**src/rtl/cnu10_row_sequencer.sv**
```systemverilog
// rtl/cnu10_row_sequencer.sv - streams check-node rows into a 2-wide CNU and collects its results
module cnu10_row_sequencer #(
    parameter int CN_DEGREE        = 10,
    parameter int QUAN_SIZE        = 4,
    parameter int ROW_SPLIT_FACTOR = 5,
    parameter int OUT_DEPTH        = 3
) (
    input  logic                           sys_clk,
    input  logic                           rst,
    input  logic [CN_DEGREE*QUAN_SIZE-1:0] in_v2c,
    input  logic                           in_valid,
    output logic                           in_ready,
    output logic [QUAN_SIZE-1:0]           v2c_0,
    output logic [QUAN_SIZE-1:0]           v2c_1,
    output logic                           first_comp,
    input  logic [QUAN_SIZE-1:0]           c2v_0,
    input  logic [QUAN_SIZE-1:0]           c2v_1,
    output logic [CN_DEGREE*QUAN_SIZE-1:0] out_c2v,
    output logic                           out_valid,
    input  logic                           out_ready
);
    localparam int ROW_W  = CN_DEGREE * QUAN_SIZE;
    localparam int PAIR_W = 2 * QUAN_SIZE;
    localparam int CNT_W  = (ROW_SPLIT_FACTOR > 1) ? $clog2(ROW_SPLIT_FACTOR) : 1;
    localparam int PTR_W  = (OUT_DEPTH > 1) ? $clog2(OUT_DEPTH) : 1;
    localparam int FCNT_W = $clog2(OUT_DEPTH + 1);
    localparam int CMT_W  = FCNT_W + 2;
    localparam logic [CNT_W-1:0] LAST_CNT = CNT_W'(ROW_SPLIT_FACTOR - 1);
    localparam logic [PTR_W-1:0] LAST_PTR = PTR_W'(OUT_DEPTH - 1);

    typedef enum logic [1:0] {S_IDLE, S_STREAM, S_FLUSH} state_t;

    state_t              r_state, w_state_next;
    logic [CNT_W-1:0]    r_cnt, w_cnt_next;
    logic                r_pending, w_pending_next;
    logic [1:0]          r_in_flight;
    logic [ROW_W-1:0]    r_row;
    logic [ROW_W-1:0]    r_stage, w_stage_next;
    logic [ROW_W-1:0]    r_mem [OUT_DEPTH];
    logic [PTR_W-1:0]    r_wr_ptr, r_rd_ptr;
    logic [FCNT_W-1:0]   r_count;
    logic                w_active, w_slot_end, w_accept, w_push, w_pop;
    logic [CMT_W-1:0]    w_committed;

    assign w_active   = (r_state != S_IDLE);
    assign w_slot_end = w_active && (r_cnt == LAST_CNT);
    assign w_pop      = out_valid && out_ready;
    assign w_push     = w_slot_end && r_pending;

    // Reserve FIFO space for every row already accepted so the CNU never stalls on a full FIFO.
    assign w_committed = CMT_W'(r_count) - CMT_W'(w_pop) + CMT_W'(r_in_flight);
    assign in_ready    = !rst && (!w_active || w_slot_end) && (w_committed < CMT_W'(OUT_DEPTH));
    assign w_accept    = in_valid && in_ready;

    assign out_valid = (r_count != '0);
    assign out_c2v   = r_mem[r_rd_ptr];

    always_comb begin
        w_state_next   = r_state;
        w_cnt_next     = r_cnt;
        w_pending_next = r_pending;
        v2c_0          = '0;
        v2c_1          = '0;
        first_comp     = 1'b0;
        case (r_state)
            S_IDLE: begin
                if (w_accept) begin
                    w_state_next = S_STREAM;
                    w_cnt_next   = '0;
                end
            end
            S_STREAM, S_FLUSH: begin
                if (r_state == S_STREAM) begin
                    v2c_0 = r_row[PAIR_W*r_cnt +: QUAN_SIZE];
                    v2c_1 = r_row[PAIR_W*r_cnt + QUAN_SIZE +: QUAN_SIZE];
                end
                first_comp = (r_cnt == '0);
                if (r_cnt == LAST_CNT) begin
                    w_cnt_next     = '0;
                    w_pending_next = (r_state == S_STREAM);
                    if (w_accept)
                        w_state_next = S_STREAM;
                    else if (r_state == S_STREAM)
                        w_state_next = S_FLUSH;
                    else
                        w_state_next = S_IDLE;
                end else begin
                    w_cnt_next = r_cnt + 1'b1;
                end
            end
            default: w_state_next = S_IDLE;
        endcase
    end

    // Staging row with the current CNU pair merged in; the last pair goes straight into the FIFO.
    always_comb begin
        w_stage_next = r_stage;
        for (int k = 0; k < ROW_SPLIT_FACTOR; k++) begin
            if (r_cnt == CNT_W'(k))
                w_stage_next[PAIR_W*k +: PAIR_W] = {c2v_1, c2v_0};
        end
    end

    always_ff @(posedge sys_clk) begin
        if (rst) begin
            r_state     <= S_IDLE;
            r_cnt       <= '0;
            r_pending   <= 1'b0;
            r_in_flight <= '0;
            r_row       <= '0;
            r_stage     <= '0;
        end else begin
            r_state     <= w_state_next;
            r_cnt       <= w_cnt_next;
            r_pending   <= w_pending_next;
            r_in_flight <= r_in_flight + 2'(w_accept) - 2'(w_push);
            if (w_accept)
                r_row <= in_v2c;
            if (w_active && r_pending)
                r_stage <= w_stage_next;
        end
    end

    always_ff @(posedge sys_clk) begin
        if (rst) begin
            for (int i = 0; i < OUT_DEPTH; i++)
                r_mem[i] <= '0;
            r_wr_ptr <= '0;
            r_rd_ptr <= '0;
            r_count  <= '0;
        end else begin
            if (w_push) begin
                r_mem[r_wr_ptr] <= w_stage_next;
                r_wr_ptr        <= (r_wr_ptr == LAST_PTR) ? '0 : r_wr_ptr + 1'b1;
            end
            if (w_pop)
                r_rd_ptr <= (r_rd_ptr == LAST_PTR) ? '0 : r_rd_ptr + 1'b1;
            r_count <= r_count + FCNT_W'(w_push) - FCNT_W'(w_pop);
        end
    end
endmodule

```
**config.mk**
```make
export PLATFORM = sky130hd
export DESIGN_NAME = cnu10_row_sequencer
export DESIGN_NICKNAME = d
export VERILOG_FILES = /design/src/rtl/cnu10_row_sequencer.sv
export SDC_FILE = /design/constraint.sdc
export NUM_CORES = 1
export LEC_CHECK = 0
export ABC_AREA = 1
export BUFFER_PORTS_ARGS = -buffer_cell sky130_fd_sc_hd__buf_2
export CAP_MARGIN = 20
export CORE_MARGIN = 2
export CORE_UTILIZATION = 30
export DETAILED_ROUTE_END_ITERATION = 10
export HOLD_SLACK_MARGIN = 0.08
export SYNTH_ARGS = -nofsm -noshare
export SYNTH_HDL_FRONTEND = slang
export SYNTH_SLANG_ARGS = --single-unit
export TNS_END_PERCENT = 50
```
**constraint.sdc**
```tcl
create_clock -name sys_clk -period 6.4 [get_ports sys_clk]
set_clock_uncertainty 0.2 [all_clocks]
set_input_delay 0 -clock sys_clk [delete_from_list [all_inputs] [get_ports sys_clk]]
set_output_delay 0 -clock sys_clk [all_outputs]
set_load 0.03 [all_outputs]
```
==> impl_results.html, run 1 <==
<table>
<tr><th>Metric</th><th>Value</th></tr>
<tr><th colspan="2">Floorplanning</th></tr>
<tr><td>Top-level port count</td><td>about 100</td></tr>
<tr><td>Die Width</td><td>around 200 µm</td></tr>
<tr><td>Die outline height</td><td>slightly below 200 µm</td></tr>
<tr><td>Die Area</td><td>0.0392 mm²</td></tr>
<tr><td># rows</td><td>between 70 and 80</td></tr>
<tr><td>Initial cell density of the core</td><td>between 30% and 40%</td></tr>
<tr><td>Core region area</td><td>about 0.037 mm²</td></tr>
<tr><th colspan="2">STA</th></tr>
<tr><td>Max Transition Viols Final</td><td>0</td></tr>
<tr><td>Shortest period the worst path allows</td><td>about 4.4 ns</td></tr>
<tr><td>Final setup vio count</td><td>0</td></tr>
<tr><td>Maximum clock rate</td><td>226 MHz</td></tr>
<tr><td>Sum of negative setup slack</td><td>0 ns</td></tr>
<tr><td>Final period util</td><td>about 70%</td></tr>
<tr><td>Max transition margin</td><td>31.9%</td></tr>
<tr><td>Hold Vio Cnt, Final</td><td>0</td></tr>
<tr><td>Unrepaired setup endpoints after global routing</td><td>no</td></tr>
<tr><td>Slew at the pin with the worst max-slew slack</td><td>between 1 and 1.5 ns</td></tr>
<tr><th colspan="2">Critical path</th></tr>
<tr><td>Crit path cell chain</td><td>clkinv_1 &gt; ha_1 &gt; nand2_8 &gt; nand2_1 &gt; nand2_1 &gt; nor2_2 &gt; nand3_2 &gt; buf_4 &gt; o21ai_0 &gt; dlygate4sd3_1 &gt; a21oi_1 &gt; dlygate4sd3_1</td></tr>
<tr><td>Type of the worst setup path</td><td>reg2reg</td></tr>
<tr><td>Crit end category</td><td>flip-flop</td></tr>
<tr><td>Critical-path maximum fanout</td><td>between 50 and 60</td></tr>
<tr><td>Critical path arrival</td><td>4.70 ns</td></tr>
<tr><td>Required @ worst endpoint</td><td>between 6 and 7 ns</td></tr>
<tr><td>Critical-path cell with the highest stage delay</td><td>dfxtp_1</td></tr>
<tr><td>Max stage delay on crit path</td><td>roughly 0.66 ns</td></tr>
<tr><td>Critical path launch point type</td><td>flip-flop</td></tr>
<tr><th colspan="2">Cells and area</th></tr>
<tr><td>Layout cell share with drive strength beyond 1</td><td>~12%</td></tr>
<tr><td>Antenna fix cells</td><td>0</td></tr>
<tr><td>Signed area change from the synthesized netlist to the final layout</td><td>28.8%</td></tr>
<tr><td>Number of nets at the end of the flow</td><td>1,504</td></tr>
<tr><td>Non-filler instance count after layout</td><td>approximately 1,900</td></tr>
<tr><td>Finished layout cell area</td><td>around 0.015 mm²</td></tr>
<tr><td>Number of fill cells in the layout</td><td>3,597</td></tr>
<tr><th colspan="2">Detailed routing</th></tr>
<tr><td>Count of nets left with antenna violations after detail routing</td><td>0</td></tr>
<tr><td>Average via count per standard cell</td><td>around 4.8</td></tr>
<tr><td>Total via count after detailed routing</td><td>~9,200</td></tr>
<tr><td>First drt pass iteration count</td><td>5</td></tr>
<tr><td>Post-Route WL</td><td>31,500 µm</td></tr>
<tr><td>DRC marker count from the first detailed-route iteration</td><td>564</td></tr>
<tr><td>Post-DR wirelength/cell</td><td>~16 µm</td></tr>
<tr><td>Residual DRC</td><td>0</td></tr>
<tr><th colspan="2">Placed design</th></tr>
<tr><td>Post-detail-place hpwl</td><td>around 18,000 µm</td></tr>
<tr><td>Count of input and output buffers</td><td>102</td></tr>
<tr><td>Post-placement cell area</td><td>about 0.012 mm²</td></tr>
<tr><td>Count of placed standard cells including taps</td><td>about 1,700</td></tr>
<tr><td>Routability congestion estimate from global placement</td><td>~0.83</td></tr>
<tr><th colspan="2">GRT</th></tr>
<tr><td>Total global routing track utilization</td><td>between 10% and 20%</td></tr>
<tr><td>First-pass GRT wire length</td><td>49,000 µm</td></tr>
<tr><td>Maximum number of pins on one net before global-route repair</td><td>82</td></tr>
<tr><td>Overflow after GRT</td><td>0</td></tr>
<tr><td>Initial antenna violation count</td><td>0</td></tr>
<tr><td>Via count of the first global-routing pass</td><td>9,110</td></tr>
<tr><th colspan="2">Clock tree</th></tr>
<tr><td>Clock sinks</td><td>approximately 260</td></tr>
<tr><td>Number of buffers on the longest clock path</td><td>3</td></tr>
<tr><td>TritonCTS clock tree</td><td>done</td></tr>
<tr><td>Clock latency reported for the late side of the worst-skew pair</td><td>0.54 ns</td></tr>
<tr><td>Clock root buffer master</td><td>clkbuf_16</td></tr>
<tr><td>Count of cells resized by post-cts repair</td><td>0</td></tr>
<tr><td>CTS H-tree lvls</td><td>1</td></tr>
<tr><td>Clock transition at the registers of the reported paths</td><td>0.06 ns</td></tr>
<tr><td>Number of buffers created by CTS</td><td>27</td></tr>
<tr><th colspan="2">Run status</th></tr>
<tr><td>Run status</td><td>complete, no violations</td></tr>
<tr><th colspan="2">Power</th></tr>
<tr><td>Total power divided by cell area</td><td>~310 mW/mm²</td></tr>
<tr><td>Leakage component of the power</td><td>between 0.005 and 0.006 µW</td></tr>
<tr><td>Worst supply voltage drop on vdd</td><td>~0.22 mV</td></tr>
<tr><th colspan="2">Yosys</th></tr>
<tr><td>Number of storage elements in the synthesis netlist</td><td>256</td></tr>
<tr><td>Count of cell types in the netlist</td><td>34</td></tr>
<tr><td>Average size of a mapped cell</td><td>approximately 9.4 µm²</td></tr>
<tr><td>Synthesized area</td><td>approximately 0.011 mm²</td></tr>
<tr><td>Synthesized netlist net count</td><td>between 1,000 and 1,500</td></tr>
<tr><td>Count of mapped cells out of synthesis</td><td>approximately 1,200</td></tr>
<tr><td>Sequential fraction of the synthesis area</td><td>between 50% and 60%</td></tr>
<tr><td>Ys Warns</td><td>0</td></tr>
<tr><th colspan="2">Run</th></tr>
<tr><td>Max capacitance violation total</td><td>0</td></tr>
<tr><th colspan="2">Hold path</th></tr>
<tr><td>Worst min path class</td><td>in2reg</td></tr>
</table>
==> kinds of logic after synthesis <==
| family | Yosys count | synth area share, % |
|---|---|---|
| AOI/OAI and AO/OA | 355 | 16.5 |
| and+or+nand+nor | 349 | 12.8 |
| DFF | 256 | 59.6 |
| buffers and inverters | 226 | 8.97 |
| adders and majority gates | 17 | 1.95 |
| xor gates and xnor gates | 2 | 0.155 |
==> what timing repair did <==
| action | CTS | global route |
|---|---|---|
| setup buffers | 0 | 0 |
| hold endpoints to repair | 238 | 0 |
| hold buffers | 159 | 0 |
==> Yosys cell counts, drive strengths merged <==
cell type | instances | share of area, %
a211oi | 1 | 0.067
a21boi | 1 | 0.067
a21oi | 111 | 4.9
buf | 30 | 2.4
clkbuf | 40 | 1.3
clkinv | 3 | 0.10
dfxtp | 96 | 17
edfxtp | 160 | 43
fa | 1 | 0.18
ha | 16 | 1.8
inv | 153 | 5.1
nand2 | 121 | 4.3
nand3 | 6 | 0.64
nor2 | 220 | 7.8
nor3 | 2 | 0.089
o2111ai | 1 | 0.078
o211a | 1 | 0.089
o211ai | 1 | 0.067
o21ai | 191 | 8.5
o22ai | 48 | 2.7
xor2 | 2 | 0.16
==> sequential cells by signal (all words and copies together), names as in the netlist, named ones only <==
register	count
r_wr_ptr	2
r_stage	40
r_in_flight	2
r_pending	1
r_row	40
r_state	2
r_cnt	3
r_count	2
r_mem	160
r_rd_ptr	2
==> critical path: cells and delay by family (launching register included) <==
| family | cells | cell delay (ns) |
|---|---|---|
| compound gates | 2 | 0.30 |
| fa+ha+maj | 1 | 0.48 |
| buf+inv | 4 | 2.25 |
| flops | 1 | 0.66 |
| simple gates | 5 | 0.45 |
==> cells in the final DEF (no fill, tap or decap), types with 16 or more instances in the layout <==
| cell | n |
|---|---|
| dlygate4sd3_1 | 159 |
| clkbuf_16 | 28 |
| ha_1 | 16 |
| o21ai_0 | 188 |
| dfxtp_1 | 95 |
| nor2_1 | 213 |
| nand2_1 | 113 |
| inv_1 | 148 |
| o22ai_1 | 48 |
| a21oi_1 | 111 |
| edfxtp_1 | 160 |
| buf_2 | 102 |
==> layer usage <==
layer / wire length, µm / part of all wire, % / up-vias / GRT usage, %
li1: - / - / 4481 / -
met5: 0 / 0 / - / 0
met2: 15700 / 50 / 295 / 29.0
met3: 1710 / 5.4 / 64 / 2.45
met4: 802 / 2.5 / 0 / 4.23
met1: 13200 / 42 / 4369 / 19.5
==> worst paths after layout <==
path / startpoint / endpoint / slack, ns / cells after the start
min: out_ready / r_rd_ptr[1] / 0.17 / 4
max reg2reg: r_cnt[0] / r_row[21] / 1.98 / 12
min reg2reg: r_count[1] / r_count[1] / 0.25 / 1
max: r_cnt[0] / r_row[21] / 1.98 / 12
==> metrics by stage <==
step / power, µW / hold WS [ns] / util (%) / setup WS, ns
after floorplan: 2530 / -0.0573 / - / 1.29
after global placement: 2790 / 0.0518 / 32.3 / 2.41
after detailed placement: 2800 / 0.0533 / 32.3 / 2.27
after CTS: 4470 / 0.153 / 38.9 / 2.14
after global routing: 4650 / 0.171 / 38.9 / 1.67
final: 4460 / 0.165 / 38.9 / 1.98
==> power breakdown <==
group	leakage (µW)	switching, µW	internal [µW]	total (µW)
logic	0.00324	686	328	1010
clock network	0.000427	662	909	1570
registers	0.00232	37.7	1830	1870
==> area by class of cell <==
class / instances / area (µm²) / area share, %
Timing Repair Buffer: 271 / 2180 / 15.0
Clock inverter: 14 / 138 / 0.947
Multi-Input combinational cell: 723 / 3550 / 24.5
Inverter: 156 / 591 / 4.06
Sequential cell: 256 / 6730 / 46.3
Clock buffer: 36 / 751 / 5.17
Tap cell: 474 / 593 / 4.08
Note: power is estimated with default switching activity, not from simulation.
==> run 2: changes to the inputs <==
Settings changed: ABC_AREA 1 to 0.
Clock period 6.4 ns to 4.1 ns, I/O delays scaled along.
==> run 2 against run 1 <==
Net effect: area after synthesis decreased by 2.4%; die area decreased by 2.3%; combinational power grew 84%; sequential share of layout area up 0.65 points; clock power is 68% higher; hold slack improved by 0.0055 ns; total power grew 67%; routed wire length fell by 7.9%; synthesized cell count shrank 25%; first-iteration DRC count is 2.5% higher; sequential power increased by 58%; critical path type unchanged; critical endpoint is now r_row[15].
==> impl_results.html, run 2 <==
<table>
<tr><th>Metric</th><th>Value</th></tr>
<tr><th colspan="2">Run status</th></tr>
<tr><td>Run status</td><td>complete, no violations</td></tr>
<tr><th colspan="2">Yosys</th></tr>
<tr><td>Synthesized netlist net count</td><td>972 (-24%)</td></tr>
<tr><td>Synthesized area</td><td>0.0110 mm² (-2.4%)</td></tr>
<tr><td>Average size of a mapped cell</td><td>12.2 µm² (+30%)</td></tr>
<tr><td>Sequential fraction of the synthesis area</td><td>61.1% (+1.4 points)</td></tr>
<tr><td>Count of cell types in the netlist</td><td>39 (+15%)</td></tr>
<tr><td>Most common cell in the synthesized netlist</td><td>nor2_1</td></tr>
<tr><td>Synth area leader</td><td>edfxtp_1</td></tr>
<tr><td>Count of mapped cells out of synthesis</td><td>903 (-25%)</td></tr>
<tr><td>Number of storage elements in the synthesis netlist</td><td>256 (unchanged)</td></tr>
<tr><td>Most used flip-flop cell after synthesis</td><td>edfxtp_1</td></tr>
<tr><td>Area share of the leading cell type in the synthesized netlist</td><td>43.6% (+1.0 points)</td></tr>
<tr><td>Fraction of synthesis flops using an asynchronous set or reset pin</td><td>0% (unchanged)</td></tr>
<tr><td>Count of flip-flops with a built-in enable after synthesis</td><td>160 (unchanged)</td></tr>
<tr><td>Top post-synthesis cells by count</td><td>168 x nor2_1, 160 x edfxtp_1, 96 x dfxtp_1</td></tr>
<tr><td>Ys Warns</td><td>0 (unchanged)</td></tr>
<tr><td>Largest cells by area after synthesis</td><td>edfxtp_1 44%, dfxtp_1 17%, mux4_2 9.8%</td></tr>
<tr><th colspan="2">Critical path</th></tr>
<tr><td>Critical path arrival</td><td>3.98 ns (-0.72 ns)</td></tr>
<tr><td>Critical-path cell with the highest stage delay</td><td>dlygate4sd3_1</td></tr>
<tr><td>Max stage delay on crit path</td><td>0.63 ns (-0.03 ns)</td></tr>
<tr><td>Crit end category</td><td>flip-flop</td></tr>
<tr><td>Most frequent CP cell</td><td>inv_1</td></tr>
<tr><td>Crit path cell chain</td><td>o21ai_1 &gt; inv_1 &gt; ha_1 &gt; inv_1 &gt; ha_1 &gt; inv_1 &gt; fa_1 &gt; nor2b_1 &gt; nor4b_4 &gt; buf_4 &gt; nand3_1 &gt; dlygate4sd3_1 &gt; a21oi_1</td></tr>
<tr><td>Required @ worst endpoint</td><td>4.36 ns (-2.32 ns)</td></tr>
<tr><td>Critical-path maximum fanout</td><td>40 (-32%)</td></tr>
<tr><td>Type of the worst setup path</td><td>reg2reg</td></tr>
<tr><td>Critical path launch point type</td><td>flip-flop</td></tr>
<tr><th colspan="2">Cells and area</th></tr>
<tr><td>Commonest non-fill, non-tap cell in the layout</td><td>nor2_1</td></tr>
<tr><td>Area of the multi-input gates</td><td>0.00385 mm² (+8.2%)</td></tr>
<tr><td>Top reg by flops</td><td>r_mem</td></tr>
<tr><td>Layout cell share with drive strength beyond 1</td><td>20.4% (+7.9 points)</td></tr>
<tr><td>Number of nets at the end of the flow</td><td>1,187 (-21%)</td></tr>
<tr><td>Number of fill cells in the layout</td><td>3,419 (-4.9%)</td></tr>
<tr><td>Finished layout cell area</td><td>0.0143 mm² (-1.4%)</td></tr>
<tr><td>Registers with the most flip-flops</td><td>r_mem: 160 flops, r_row: 40 flops, r_stage: 40 flops</td></tr>
<tr><td>Signed area change from the synthesized netlist to the final layout</td><td>30.1%</td></tr>
<tr><td>Max FFs per register</td><td>160 (unchanged)</td></tr>
<tr><td>Non-filler instance count after layout</td><td>1,607 (-17%)</td></tr>
<tr><td>Commonest cells after routing, fill and taps aside</td><td>168 x nor2_1, 160 x edfxtp_1, 127 x dlygate4sd3_1</td></tr>
<tr><td>Area taken by flip-flops and latches</td><td>0.00673 mm² (about the same)</td></tr>
<tr><td>Antenna fix cells</td><td>0 (unchanged)</td></tr>
<tr><th colspan="2">STA</th></tr>
<tr><td>Slew at the pin with the worst max-slew slack</td><td>0.894 ns (-0.126 ns)</td></tr>
<tr><td>Final period util</td><td>90.7% (+22 points)</td></tr>
<tr><td>Hold Vio Cnt, Final</td><td>0 (unchanged)</td></tr>
<tr><td>Shortest period the worst path allows</td><td>3.72 ns (-0.702 ns)</td></tr>
<tr><td>Unrepaired setup endpoints after global routing</td><td>no</td></tr>
<tr><td>Maximum clock rate</td><td>269 MHz (+19%)</td></tr>
<tr><td>Final Worst Setup Slack</td><td>0.381 ns (-1.60 ns)</td></tr>
<tr><td>Final setup vio count</td><td>0 (unchanged)</td></tr>
<tr><td>Max Transition Viols Final</td><td>0 (unchanged)</td></tr>
<tr><td>Max transition margin</td><td>40.3% (+8.4 points)</td></tr>
<tr><td>Sum of negative setup slack</td><td>0 ns (unchanged)</td></tr>
<tr><th colspan="2">Power</th></tr>
<tr><td>Total power divided by cell area</td><td>520 mW/mm² (+70%)</td></tr>
<tr><td>Overall power consumption</td><td>7460 µW (+67%)</td></tr>
<tr><td>Leakage component of the power</td><td>0.00538 µW (-10%)</td></tr>
<tr><td>Worst supply voltage drop on vdd</td><td>0.315 mV (+46%)</td></tr>
<tr><th colspan="2">Floorplanning</th></tr>
<tr><td># rows</td><td>70 (-1.4%)</td></tr>
<tr><td>Core region area</td><td>0.0363 mm² (-2.6%)</td></tr>
<tr><td>Die Width</td><td>196 µm (-1.2%)</td></tr>
<tr><td>Die outline height</td><td>196 µm (-1.2%)</td></tr>
<tr><td>Top-level port count</td><td>103 (unchanged)</td></tr>
<tr><td>Die Area</td><td>0.0383 mm² (-2.3%)</td></tr>
<tr><td>Initial cell density of the core</td><td>30.3% (+0.072 points)</td></tr>
<tr><th colspan="2">Detailed routing</th></tr>
<tr><td>DRC marker count from the first detailed-route iteration</td><td>578 (+2.5%)</td></tr>
<tr><td>Count of nets left with antenna violations after detail routing</td><td>0 (unchanged)</td></tr>
<tr><td>First drt pass iteration count</td><td>7 (+2)</td></tr>
<tr><td>Post-Route WL</td><td>29,000 µm (-7.9%)</td></tr>
<tr><td>Average via count per standard cell</td><td>4.88 (+2.2%)</td></tr>
<tr><td>Residual DRC</td><td>0 (unchanged)</td></tr>
<tr><td>Post-DR wirelength/cell</td><td>18.0 µm (+11%)</td></tr>
<tr><td>Total via count after detailed routing</td><td>7,840 (-15%)</td></tr>
<tr><th colspan="2">GRT</th></tr>
<tr><td>Maximum number of pins on one net before global-route repair</td><td>62 (-24%)</td></tr>
<tr><td>Initial antenna violation count</td><td>0 (unchanged)</td></tr>
<tr><td>First-pass GRT wire length</td><td>45,200 µm (-7.6%)</td></tr>
<tr><td>Via count of the first global-routing pass</td><td>8,124 (-11%)</td></tr>
<tr><td>Overflow after GRT</td><td>0 (unchanged)</td></tr>
<tr><td>Total global routing track utilization</td><td>15.2% (-0.75 points)</td></tr>
<tr><th colspan="2">Clock tree</th></tr>
<tr><td>Clock sinks</td><td>256 (unchanged)</td></tr>
<tr><td>TritonCTS clock tree</td><td>done</td></tr>
<tr><td>Clock root buffer master</td><td>clkbuf_16</td></tr>
<tr><td>CTS H-tree lvls</td><td>1 (unchanged)</td></tr>
<tr><td>Number of buffers created by CTS</td><td>28 (+3.7%)</td></tr>
<tr><td>Number of buffers on the longest clock path</td><td>3 (unchanged)</td></tr>
<tr><td>Clock latency reported for the late side of the worst-skew pair</td><td>0.55 ns (about the same)</td></tr>
<tr><td>Clock transition at the registers of the reported paths</td><td>0.06 ns (about the same)</td></tr>
<tr><th colspan="2">Placed design</th></tr>
<tr><td>Routability congestion estimate from global placement</td><td>0.791 (-4.8%)</td></tr>
<tr><td>Post-detail-place hpwl</td><td>16,400 µm (-7.6%)</td></tr>
<tr><td>Count of placed standard cells including taps</td><td>1,429 (-17%)</td></tr>
<tr><td>Count of input and output buffers</td><td>102 (unchanged)</td></tr>
<tr><td>Post-placement cell area</td><td>0.0121 mm² (+0.23%)</td></tr>
<tr><td>Setup slack after placement</td><td>0.569 ns (-1.70 ns)</td></tr>
<tr><th colspan="2">Hold path</th></tr>
<tr><td>Worst min path class</td><td>in2reg</td></tr>
<tr><th colspan="2">Run</th></tr>
<tr><td>Max capacitance violation total</td><td>0 (unchanged)</td></tr>
</table>
run 2: worst paths after layout:
check,from,to,slack [ns],cells past startpoint
max,r_count[0],r_row[15],0.38,13
min,in_valid,r_state[0],0.17,4
max reg2reg,r_count[0],r_row[15],0.38,13
min reg2reg,r_row[18],r_row[18],0.28,2
run 2: final cells by class:
type                    instances  share of cell area (%)
well taps                     468                    4.09
inverters                      57                    1.49
multi-input cells             524                    26.8
repair buffers                251                    13.8
clock inverters                10                    1.00
clock buffers                  41                    5.86
flip-flops and latches        256                    46.9
run 2: layer usage:
| layer | vias up | GRT usage, % | wire length (µm) |
|---|---|---|---|
| met5 | - | 0 | 0 |
| met4 | 0 | 4.61 | 775 |
| met3 | 59 | 2.44 | 1580 |
| met2 | 240 | 26.4 | 14400 |
| met1 | 3841 | 19.4 | 12200 |
| li1 | 3700 | - | - |
run 2: power breakdown:
part           total (µW)  switching (µW)  internal [µW]
combinational        1860            1110            751
sequential           2960            87.0           2880
clock                2630            1020           1610
total                7460            2220           5230
run 2: cell families (layout without fill, tap and decap cells):
family / after synthesis / in the layout / share of synthesized area (%)
AND/OR/NAND/NOR: 266 / 266 / 10.6
AO/OA/AOI/OAI: 145 / 145 / 7.75
XOR/XNOR: 5 / 5 / 0.398
buffers and inverters: 123 / 359 / 4.48
flip-flops: 256 / 256 / 61.1
adder cells (fa/ha/maj): 17 / 17 / 2.00
multiplexers: 91 / 91 / 13.7
run 2: critical path, delay by kind of cell (launching register included):
kind                     cells  cell delay (ns)
flip-flops                   1             0.32
AO/OA/AOI/OAI                2             0.43
buffers and inverters        5             1.28
adder cells (fa/ha/maj)      3             0.91
AND/OR/NAND/NOR              3             0.49
run 2: through the flow:
stage | util [%] | hold WS, ns
6_report | 39.4 | 0.171
5_1_grt | 39.4 | 0.173
4_1_cts | 39.4 | 0.122
3_5_place_dp | 33.2 | 0.0629
3_3_place_gp | 33.2 | 0.0589
2_1_floorplan | - | -0.0640
run 2: repair_timing:
item                                    in CTS  in global routing
endpoints found under the hold margin      253                  0
endpoints found under the setup margin       0                 15
resized for setup                            0                  1
hold buffers                               127                  0
buffers inserted                             0                  0
==> run 3: changes to the inputs <==
Settings changed: CAP_MARGIN 20 to unset, GPL_TIMING_DRIVEN set to 0.
==> run 3 against run 2 <==
Net effect: critical path depth decreased by 3; critical endpoint is now in_ready; critical path type is now reg2out; total power decreased by 1.1%; fmax decreased by 2.5%; sequential cell count unchanged; largest cell class unchanged; global-route usage about the same.
==> impl_results.html, run 3 (synthesized netlist as in run 2, its figures left out) <==
<table>
<tr><th>Metric</th><th>Value</th></tr>
<tr><th colspan="2">Detailed routing</th></tr>
<tr><td>Uppermost metal layer occupied by signal nets</td><td>met4</td></tr>
<tr><td>Wire length on met3</td><td>1690 µm (+7.1%)</td></tr>
<tr><td>Wire length on met1</td><td>12,200 µm (+0.51%)</td></tr>
<tr><td>Post-DR wirelength/cell</td><td>17.7 µm (-1.9%)</td></tr>
<tr><td>DRC marker count from the first detailed-route iteration</td><td>554 (-4.2%)</td></tr>
<tr><td>Post-Route WL</td><td>28,900 µm (about the same)</td></tr>
<tr><td>Count of nets left with antenna violations after detail routing</td><td>0 (unchanged)</td></tr>
<tr><td>Total via count after detailed routing</td><td>7,891 (+0.65%)</td></tr>
<tr><td>Sum of met2 wire segment lengths after detailed routing</td><td>14,500 µm (+0.46%)</td></tr>
<tr><td>Residual DRC</td><td>0 (unchanged)</td></tr>
<tr><td>First drt pass iteration count</td><td>5 (-2)</td></tr>
<tr><td>Average via count per standard cell</td><td>4.82 (-1.2%)</td></tr>
<tr><th colspan="2">Clock tree</th></tr>
<tr><td>Number of buffers created by CTS</td><td>27 (-3.6%)</td></tr>
<tr><td>TritonCTS clock tree</td><td>done</td></tr>
<tr><td>Clock sinks</td><td>256 (unchanged)</td></tr>
<tr><td>Clock root buffer master</td><td>clkbuf_16</td></tr>
<tr><td>Clock transition at the registers of the reported paths</td><td>0.06 ns (about the same)</td></tr>
<tr><td>Number of buffers on the longest clock path</td><td>3 (unchanged)</td></tr>
<tr><td>CTS H-tree lvls</td><td>1 (unchanged)</td></tr>
<tr><td>Clock latency reported for the late side of the worst-skew pair</td><td>0.52 ns (-0.03 ns)</td></tr>
<tr><th colspan="2">GRT</th></tr>
<tr><td>Total global routing track utilization</td><td>15.1% (-0.050 points)</td></tr>
<tr><td>Via count of the first global-routing pass</td><td>7,937 (-2.3%)</td></tr>
<tr><td>Maximum number of pins on one net before global-route repair</td><td>41 (-34%)</td></tr>
<tr><td>Overflow after GRT</td><td>0 (unchanged)</td></tr>
<tr><td>Initial antenna violation count</td><td>0 (unchanged)</td></tr>
<tr><td>First-pass GRT wire length</td><td>44,800 µm (-0.96%)</td></tr>
<tr><th colspan="2">Power</th></tr>
<tr><td>Leakage component of the power</td><td>0.00531 µW (-1.2%)</td></tr>
<tr><td>Total power divided by cell area</td><td>517 mW/mm² (-0.56%)</td></tr>
<tr><td>Worst supply voltage drop on vdd</td><td>0.313 mV (-0.52%)</td></tr>
<tr><th colspan="2">Critical path</th></tr>
<tr><td>Worst reg2reg setup slack</td><td>0.31 ns (-0.07 ns)</td></tr>
<tr><td>Required @ worst endpoint</td><td>3.90 ns (-0.46 ns)</td></tr>
<tr><td>Capturing element of the worst setup path</td><td>in_ready</td></tr>
<tr><td>Worst Setup SP</td><td>r_count[0]</td></tr>
<tr><td>Critical path launch point type</td><td>flip-flop</td></tr>
<tr><td>Critical-path cell with the highest stage delay</td><td>fa_1</td></tr>
<tr><td>Type of the worst setup path</td><td>reg2out</td></tr>
<tr><td>Length in cells of the worst reg-to-reg path</td><td>15 (+2)</td></tr>
<tr><td>Critical path arrival</td><td>3.61 ns (-0.37 ns)</td></tr>
<tr><td>Endpoint of the most critical register-to-register path</td><td>r_in_flight[1]</td></tr>
<tr><td>Most frequent CP cell</td><td>ha_1</td></tr>
<tr><td>Crit end category</td><td>primary output</td></tr>
<tr><td>Critical-path maximum fanout</td><td>10 (-75%)</td></tr>
<tr><td>Crit path cell chain</td><td>o21ai_1 &gt; inv_1 &gt; ha_1 &gt; ha_1 &gt; fa_1 &gt; xnor2_1 &gt; a31o_2 &gt; clkbuf_1 &gt; nor4_2 &gt; buf_2</td></tr>
<tr><td>Launch instance of the worst register-to-register path</td><td>r_count[0]</td></tr>
<tr><td>Max stage delay on crit path</td><td>0.43 ns (-0.20 ns)</td></tr>
<tr><th colspan="2">Floorplanning</th></tr>
<tr><td># rows</td><td>70 (unchanged)</td></tr>
<tr><td>Die Width</td><td>196 µm (unchanged)</td></tr>
<tr><td>Die Area</td><td>0.0383 mm² (unchanged)</td></tr>
<tr><td>Initial cell density of the core</td><td>30.3% (unchanged)</td></tr>
<tr><td>Core region area</td><td>0.0363 mm² (unchanged)</td></tr>
<tr><td>Top-level port count</td><td>103 (unchanged)</td></tr>
<tr><td>Die outline height</td><td>196 µm (unchanged)</td></tr>
<tr><th colspan="2">STA</th></tr>
<tr><td>Max transition margin</td><td>21.5% (-19 points)</td></tr>
<tr><td>Shortest period the worst path allows</td><td>3.81 ns (+0.0952 ns)</td></tr>
<tr><td>Final period util</td><td>93.0% (+2.3 points)</td></tr>
<tr><td>Slew at the pin with the worst max-slew slack</td><td>1.18 ns (+0.284 ns)</td></tr>
<tr><td>Unrepaired setup endpoints after global routing</td><td>no</td></tr>
<tr><td>Worst Hold Margin</td><td>0.151 ns (-0.0200 ns)</td></tr>
<tr><td>Final setup vio count</td><td>0 (unchanged)</td></tr>
<tr><td>Maximum clock rate</td><td>262 MHz (-2.5%)</td></tr>
<tr><td>Max Transition Viols Final</td><td>0 (unchanged)</td></tr>
<tr><td>Hold Vio Cnt, Final</td><td>0 (unchanged)</td></tr>
<tr><th colspan="2">Cells and area</th></tr>
<tr><td>Commonest non-fill, non-tap cell in the layout</td><td>nor2_1</td></tr>
<tr><td>Utilization after layout</td><td>39.2% (-0.22 points)</td></tr>
<tr><td>Top reg by flops</td><td>r_mem</td></tr>
<tr><td>Registers with the most flip-flops</td><td>r_mem: 160 flops, r_row: 40 flops, r_stage: 40 flops</td></tr>
<tr><td>Layout cell share with drive strength beyond 1</td><td>20.0% (-0.35 points)</td></tr>
<tr><td>Number of nets at the end of the flow</td><td>1,217 (+2.5%)</td></tr>
<tr><td>Signed area change from the synthesized netlist to the final layout</td><td>29.4%</td></tr>
<tr><td>Max FFs per register</td><td>160 (unchanged)</td></tr>
<tr><td>Number of fill cells in the layout</td><td>3,444 (+0.73%)</td></tr>
<tr><td>Antenna fix cells</td><td>0 (unchanged)</td></tr>
<tr><td>Commonest cells after routing, fill and taps aside</td><td>168 x nor2_1, 160 x edfxtp_1, 126 x buf_2</td></tr>
<tr><th colspan="2">Run</th></tr>
<tr><td>Max capacitance violation total</td><td>0 (unchanged)</td></tr>
<tr><th colspan="2">Run status</th></tr>
<tr><td>Run status</td><td>complete, no violations</td></tr>
<tr><th colspan="2">Hold path</th></tr>
<tr><td>Worst min path class</td><td>in2reg</td></tr>
<tr><th colspan="2">Placed design</th></tr>
<tr><td>Post-detail-place hpwl</td><td>18,400 µm (+12%)</td></tr>
<tr><td>Routability congestion estimate from global placement</td><td>0.799 (+1.0%)</td></tr>
<tr><td>Count of input and output buffers</td><td>101 (-0.98%)</td></tr>
</table>
==> run 3: metrics by stage <==
step | instances | setup TNS, ns | power, µW | instance area, µm² | setup slack, ns
3_3_place_gp | 1472 | -23.84 | 4700 | 12100 | -0.304
5_1_grt | 1637 | 0 | 7730 | 14300 | 0.00602
4_1_cts | 1635 | 0 | 7390 | 14200 | 0.0252
6_report | 1637 | 0 | 7370 | 14300 | 0.286
3_5_place_dp | 1477 | -0.261 | 4730 | 12200 | -0.209
2_1_floorplan | 903 | 0 | 4240 | 11000 | 0.475
==> run 3: cell type report <==
class | count | area (µm²) | area share [%]
timing repair buffer | 216 | 1680 | 11.8
buffer | 66 | 279 | 1.96
multi-input combinational | 524 | 3850 | 27.0
sequential | 256 | 6730 | 47.2
tap | 468 | 586 | 4.11
clock inverter | 16 | 155 | 1.09
inverter | 57 | 214 | 1.50
clock buffer | 34 | 763 | 5.36
==> run 3: worst min-delay path by stage <==
stage | from | end | slack [ns] | cells past startpoint
global route | in_v2c[34] | r_row[34] | 0.14 | 4
global placement | in_v2c[15] | r_row[15] | 0.06 | 3
finish | in_v2c[34] | r_row[34] | 0.15 | 4
detailed placement | in_v2c[27] | r_row[27] | 0.07 | 3
floorplan | c2v_0[0] | r_stage[32] | -0.06 | 2
CTS | in_v2c[34] | r_row[34] | 0.13 | 4
==> run 3: repair_timing <==
item / 4_1_cts / 5_1_grt
endpoints found under the setup margin: 2 / 42
pin swaps: 0 / 1
endpoints found under the hold margin: 251 / 0
resized for setup: 2 / 3
hold buffers: 108 / 0
setup buffers: 0 / 2
==> run 3: report_power, final <==
part | switching [µW] | leakage (µW) | internal, µW | total (µW)
combinational | 1150 | 0.00247 | 765 | 1920
clock | 999 | 0.000457 | 1500 | 2500
sequential | 75.8 | 0.00238 | 2880 | 2950
==> run 3: worst max-delay path, delay by kind of cell (launching register included) <==
kind / cells / cell delay [ns]
compound gates: 2 / 0.56
buf+inv: 3 / 0.63
fa+ha+maj: 3 / 0.94
flops: 1 / 0.33
simple gates: 1 / 0.43
xor+xnor: 1 / 0.19
==> run 3: per-layer routing <==
metal | vias to the layer above | GRT usage, %
li1 | 3743 | -
met1 | 3855 | 19.4
met2 | 252 | 27.0
met3 | 41 | 2.30
met4 | 0 | 3.19
met5 | - | 0
